$ cat src/rtl/frame_capture_buffer_pkg.sv
// -----------------------------------------------------------------------------
// frame_capture_buffer_pkg
// Shared constants and state encoding for the frame capture buffer and the VGA
// drawing stage that consumes its flattened frame bus.
//   PIX_W    : width of the signed pixel word on the stream and the frame bus
//   IMG_DIM  : image side in pixels; NPIX is the pixel count of one frame
//   MAX_VAL  : saturation ceiling that matches the 4-bit grey display
//   CNT_W    : width of the published-frame counter
// -----------------------------------------------------------------------------
package frame_capture_buffer_pkg;

    localparam int PIX_W   = 10;
    localparam int IMG_DIM = 14;
    localparam int NPIX    = IMG_DIM * IMG_DIM;
    localparam int MAX_VAL = 15;
    localparam int CNT_W   = 8;
    localparam int IDX_W   = $clog2(NPIX);

    // FILL: the back buffer is accepting pixels.
    // PENDING: a complete frame waits in the back buffer for frame_sync.
    typedef enum logic {
        FILL    = 1'b0,
        PENDING = 1'b1
    } fcb_state_t;

endpackage : frame_capture_buffer_pkg

$ cat src/rtl/frame_capture_buffer_saturate.sv
// -----------------------------------------------------------------------------
// pixel_saturate
// Purely combinational clamp of a signed decoder pixel into the display range.
//   pix_in  : signed PIX_W pixel from the decoder
//   pix_out : 0 for negative input, MAX_VAL above the ceiling, else unchanged
// -----------------------------------------------------------------------------
module pixel_saturate
    import frame_capture_buffer_pkg::*;
(
    input  logic signed [PIX_W-1:0] pix_in,
    output logic        [PIX_W-1:0] pix_out
);

    localparam logic [PIX_W-1:0] MAX_PIX = PIX_W'(MAX_VAL);

    // NOTE: every output of an always_comb gets a default first so no path
    // leaves it unassigned, which would otherwise infer a latch.
    always_comb begin
        pix_out = $unsigned(pix_in);
        if (pix_in[PIX_W-1]) begin
            pix_out = '0;
        end else if ($unsigned(pix_in) > MAX_PIX) begin
            pix_out = MAX_PIX;
        end
    end

endmodule : pixel_saturate

$ cat src/rtl/frame_capture_buffer.sv
// -----------------------------------------------------------------------------
// frame_capture_buffer
// Captures the decoder's 14x14 image from a valid/ready pixel stream into a
// back buffer and publishes it to the VGA drawing stage only on frame_sync,
// so the displayed frame never tears.
//   clk, rst    : system clock, synchronous active-high reset
//   in_valid    : decoder pixel valid
//   in_ready    : buffer accepts a pixel this cycle (registered, FILL only)
//   in_data     : signed decoder pixel, row-major, index 0 = top-left
//   in_last     : marks the final pixel of a frame
//   frame_sync  : one-cycle pulse at the start of vertical blanking
//   out_frame   : displayed frame, pixel i at [i*PIX_W +: PIX_W]
//   frame_count : number of published frames, wraps
//   err_len     : one-cycle pulse after a frame-length error
// -----------------------------------------------------------------------------
module frame_capture_buffer
    import frame_capture_buffer_pkg::*;
(
    input  logic                    clk,
    input  logic                    rst,
    input  logic                    in_valid,
    output logic                    in_ready,
    input  logic signed [PIX_W-1:0] in_data,
    input  logic                    in_last,
    input  logic                    frame_sync,
    output logic [NPIX*PIX_W-1:0]   out_frame,
    output logic [CNT_W-1:0]        frame_count,
    output logic                    err_len
);

    localparam logic [IDX_W-1:0] LAST_IDX = IDX_W'(NPIX - 1);

    fcb_state_t       state_q, state_d;
    logic [IDX_W-1:0] wr_idx_q, wr_idx_d;
    logic             front_sel_q;
    logic             ready_q;
    logic             accept;
    logic             swap;
    logic             err_d;
    logic [PIX_W-1:0] sat_pix;

    // Two frame stores; front_sel_q picks the one shown, the other is written.
    logic [PIX_W-1:0] frame_mem [2][NPIX];

    pixel_saturate u_saturate (
        .pix_in  (in_data),
        .pix_out (sat_pix)
    );

    // ready_q mirrors (state == FILL) but is held low through reset, so the
    // handshake never depends on in_valid or on the raw reset input.
    assign in_ready = ready_q;
    assign accept   = in_valid && ready_q;

    // Next-state logic. A frame is complete when the pixel at the last index
    // is taken, whether or not in_last came with it; an in_last seen earlier
    // throws the partial frame away.
    always_comb begin
        state_d  = state_q;
        wr_idx_d = wr_idx_q;
        err_d    = 1'b0;
        swap     = 1'b0;
        case (state_q)
            FILL: begin
                if (accept) begin
                    if (wr_idx_q == LAST_IDX) begin
                        wr_idx_d = '0;
                        state_d  = PENDING;
                        err_d    = !in_last;
                    end else if (in_last) begin
                        wr_idx_d = '0;
                        err_d    = 1'b1;
                    end else begin
                        wr_idx_d = wr_idx_q + IDX_W'(1);
                    end
                end
            end
            PENDING: begin
                if (frame_sync) begin
                    swap    = 1'b1;
                    state_d = FILL;
                end
            end
            default: state_d = FILL;
        endcase
    end

    // NOTE: clocked state uses non-blocking assignments so every register
    // samples the pre-edge values, independent of statement order.
    always_ff @(posedge clk) begin
        if (rst) begin
            state_q     <= FILL;
            wr_idx_q    <= '0;
            front_sel_q <= 1'b0;
            ready_q     <= 1'b0;
            frame_count <= '0;
            err_len     <= 1'b0;
        end else begin
            state_q  <= state_d;
            wr_idx_q <= wr_idx_d;
            ready_q  <= (state_d == FILL);
            err_len  <= err_d;
            if (swap) begin
                front_sel_q <= ~front_sel_q;
                frame_count <= frame_count + CNT_W'(1);
            end
        end
    end

    // NOTE: the frame stores are reset deliberately: a reset must blank the
    // display, so both buffers are cleared rather than left undefined.
    always_ff @(posedge clk) begin
        if (rst) begin
            for (int b = 0; b < 2; b++) begin
                for (int i = 0; i < NPIX; i++) begin
                    frame_mem[b][i] <= '0;
                end
            end
        end else if (accept && (state_q == FILL)) begin
            frame_mem[~front_sel_q][wr_idx_q] <= sat_pix;
        end
    end

    // Front buffer is never written, so this bus only changes on a swap.
    always_comb begin
        out_frame = '0;
        for (int i = 0; i < NPIX; i++) begin
            out_frame[i*PIX_W +: PIX_W] = frame_mem[front_sel_q][i];
        end
    end

endmodule : frame_capture_buffer

$ cat config.mk
export PLATFORM = sky130hd
export DESIGN_NAME = frame_capture_buffer
export DESIGN_NICKNAME = d
export VERILOG_FILES = /design/src/rtl/frame_capture_buffer_pkg.sv /design/src/rtl/frame_capture_buffer_saturate.sv /design/src/rtl/frame_capture_buffer.sv
export SDC_FILE = /design/constraint.sdc
export NUM_CORES = 2
export LEC_CHECK = 0
export CELL_PAD_IN_SITES_DETAIL_PLACEMENT = 1
export CELL_PAD_IN_SITES_GLOBAL_PLACEMENT = 2
export CORE_AREA = 2 2 778 780
export DETAILED_ROUTE_END_ITERATION = 7
export DIE_AREA = 0 0 780 782
export HOLD_SLACK_MARGIN = 0.15
export MAX_ROUTING_LAYER = met4
export PLACE_DENSITY = 0.61
export SYNTH_ARGS = -nofsm -noshare
export SYNTH_HDL_FRONTEND = slang
export SYNTH_SLANG_ARGS = --single-unit
$ cat constraint.sdc
create_clock -name clk -period 16.85 [get_ports clk]
set_clock_uncertainty 0.05 [all_clocks]
set_input_delay 3.37 -clock clk [delete_from_list [all_inputs] [get_ports clk]]
set_output_delay 3.37 -clock clk [all_outputs]
set_load 0.01 [all_outputs]
==> impl_metrics.ini <==
[setup_path]
path_buf_inv = 4
r2r_setup_slack_ns = 11.10
worst_path_max_delay_cell = dfxtp_4
cp.arrival_ns = 5.39
crit_family = buffers and inverters
required_ns = 13.43
crit_path_cell_trace = buf_4 > buf_4 > buf_4 > mux2_2 > clkdlybuf4s50_1
slowest_delay_ns = 0.88
rr_worst_depth = 11
cpMostUsedCell = buf_4
critPathKind = reg -> out
start_kind = register
reg2reg_from = wr_idx_q[7]
endpoint_kind = output port
timing.rr.end = frame_mem[1][392]
cp_max_fo = 59
cp.depth = 5

[synth]
yosys.area.top_type = edfxtp_1
async_flop_share_pct = 0
synth.top_cell.area_share_pct = 76.3
synthesis.area_sq_um = 139000
ys_ff_latch = 3549
syn_inst = 7691
yosysSeqAreaShare_pct = 76.6
ys_warn_count = 0
synth_enable_flop_cells = 3528
synth_flop_cell = edfxtp_1
synthTopCellsByArea = edfxtp_1 76%, mux2_2 14%, nor2_1 2.3%, buf_4 1.1%, a31o_2 1.0%
yosysUniqueCellTypes = 72
syn_avg_cell_area_sq_um = 18.0

[place]
dp_hpwl_mm = 401
portBuffers = 1788
place_congestion = 0.782

[outcome]
run_status = finished clean

[drt]
drt_iter0_markers = 4934
totalWireLength_mm = 561
wl_per_cell_microns = 28.1
drc = 0
detail-route-antenna-nets = 0
vias = 80038
viasPerCell = 4.01
drt_pass1_iterations = 6

[pwr]
p_per_area_nw_per_um2 = 111
irDropWorstVdd_uv = 89.3
p_leak_uw = 0.0647

[timing]
setup_tns_ns = 0
drv_slew = 0
fin_crit_ns = 8.81
clock.fmax_mhz = 113
finalHoldViolCount = 0
finalCritPeriodShare_pct = 52.3
worstMarginPinSlew_ns = 1.23
grt_setup_unrepaired = no
max_slew_margin_pct = 18.0
finalSetupViolCount = 0

[die]
row_count = 285
ios = 1985
die_h_microns = 782
die-area_sq_um = 610000
initial_utilization_pct = 23.1
die_w_microns = 780
core_area_sq_um = 601000

[clocking]
post_cts_buffers = 0
cts_root_buffer = clkbuf_16
worstSkewPairLatency_ns = 1.01
htree_levels = 5
cts_max_path_buffers = 4
cts_buffers = 413
cts_hold_buf = 0
numClockSinks = 3549
tritoncts = built
clk_pin_slew_ns = 0.06
cts_resized = 0

[cells_and_area]
final_net_count = 11592
final_util_pct = 31.0
drive_gt1_share_pct = 23.1
most-common-layout-cells = 3528 x edfxtp_1, 2156 x conb_1, 1787 x clkdlybuf4s50_1
areaGrowthSynthToFinish_pct = 34.1
final_common_cell = edfxtp_1

[min_path]
whs_path_depth = 2
hold_path_class = reg -> reg
min_to = frame_count[7]
hp-start = frame_count[7]

[global_route]
grt_use_met1_pct = 21.2
grt_overflow = 0
grt_usage_pct = 18.2
grt_max_degree = 163
first_global_vias = 80929
grt_use_met2_pct = 31.0
met3_usage_pct = 5.20
top_usage_layer = met2
grt_antenna_before_repair = 54
grt_pass1_wl_mm = 739

[job]
maxCapViolations = 0
worst register-to-register path, delay by kind of cell (launching register included):
family | cells | cell delay, ns
compound gates | 4 | 0.96
flops | 1 | 0.79
simple gates | 2 | 1.08
buf+inv | 5 | 2.47
cell usage after synthesis, drive strengths merged, types with 7 or more instances:
| library cell | count |
|---|---|
| mux2 | 1764 |
| a31o | 165 |
| a22oi | 7 |
| xor2 | 7 |
| a21o | 105 |
| nand3 | 20 |
| a31oi | 7 |
| nor2 | 846 |
| nand2 | 198 |
| or2 | 7 |
| dfxtp | 21 |
| nand4 | 15 |
| nand2b | 37 |
| xnor2 | 9 |
| clkbuf | 220 |
| inv | 13 |
| edfxtp | 3528 |
| buf | 439 |
| nand3b | 7 |
| nor3 | 60 |
| o21ai | 32 |
| o21bai | 95 |
| a21oi | 13 |
worst max path at each step:
stage,start,endpoint
after floorplan,rst,frame_mem[1][0]
after global placement,in_valid,frame_mem[1][462]
after detailed placement,in_valid,frame_mem[1][462]
after CTS,register,out_frame[581]
after global routing,register,out_frame[371]
final,register,out_frame[580]
layer usage:
| layer | share of wire [%] | vias up | routed length (microns) |
|---|---|---|---|
| met3 | 7.6 | 594 | 42700 |
| met1 | 40 | 42146 | 223000 |
| met2 | 50 | 2444 | 279000 |
| met4 | 2.9 | 0 | 16100 |
| met5 | 0 | - | 0 |
| li1 | - | 34854 | - |
final cells by class:
type / instances / area, sq um
Timing Repair Buffer: 1970 / 19400
Fill cell: 63689 / 415000
Tap cell: 8036 / 10100
Antenna cell: 22 / 55.1
Clock buffer: 529 / 10800
Clock inverter: 226 / 1930
Inverter: 13 / 48.8
Multi-Input combinational cell: 5625 / 37500
Sequential cell: 3549 / 106000
where the power goes:
| part | total [uW] | switching (uW) | leakage, uW | internal, uW |
|---|---|---|---|---|
| sequential | 10500 | 128 | 0.0349 | 10300 |
| combinational | 1730 | 1020 | 0.0237 | 709 |
| clock | 8530 | 3780 | 0.00612 | 4760 |
sequential cells by signal (all words and copies together) (netlist names), named ones only:
signal / count
err_len: 1
state_q: 1
frame_mem: 3528
wr_idx_q: 8
in_ready: 1
frame_count: 8
front_sel_q: 1
through the flow:
step           cell area, sq um  instances  hold slack [ns]  setup WS, ns  power, uW
6_report                 186000      19970            0.470          8.04      20700
5_1_grt                  186000      19954            0.509          7.69      21400
4_1_cts                  186000      19948            0.475          7.72      21000
3_5_place_dp             173000      19193            0.459          7.92      12400
3_3_place_gp             173000      19193            0.448          7.93      12400
2_1_floorplan            147000       9846            0.444          5.16      11300
kinds of logic after synthesis:
family	synth area share (%)
AO/OA/AOI/OAI	2.62
XOR/XNOR	0.101
adder cells (fa/ha/maj)	0.0451
buffers and inverters	2.60
flip-flops	76.6
multiplexers	14.3
other	0.00270
AND/OR/NAND/NOR	3.66
No activity file was read; power rests on OpenSTA's default activity.
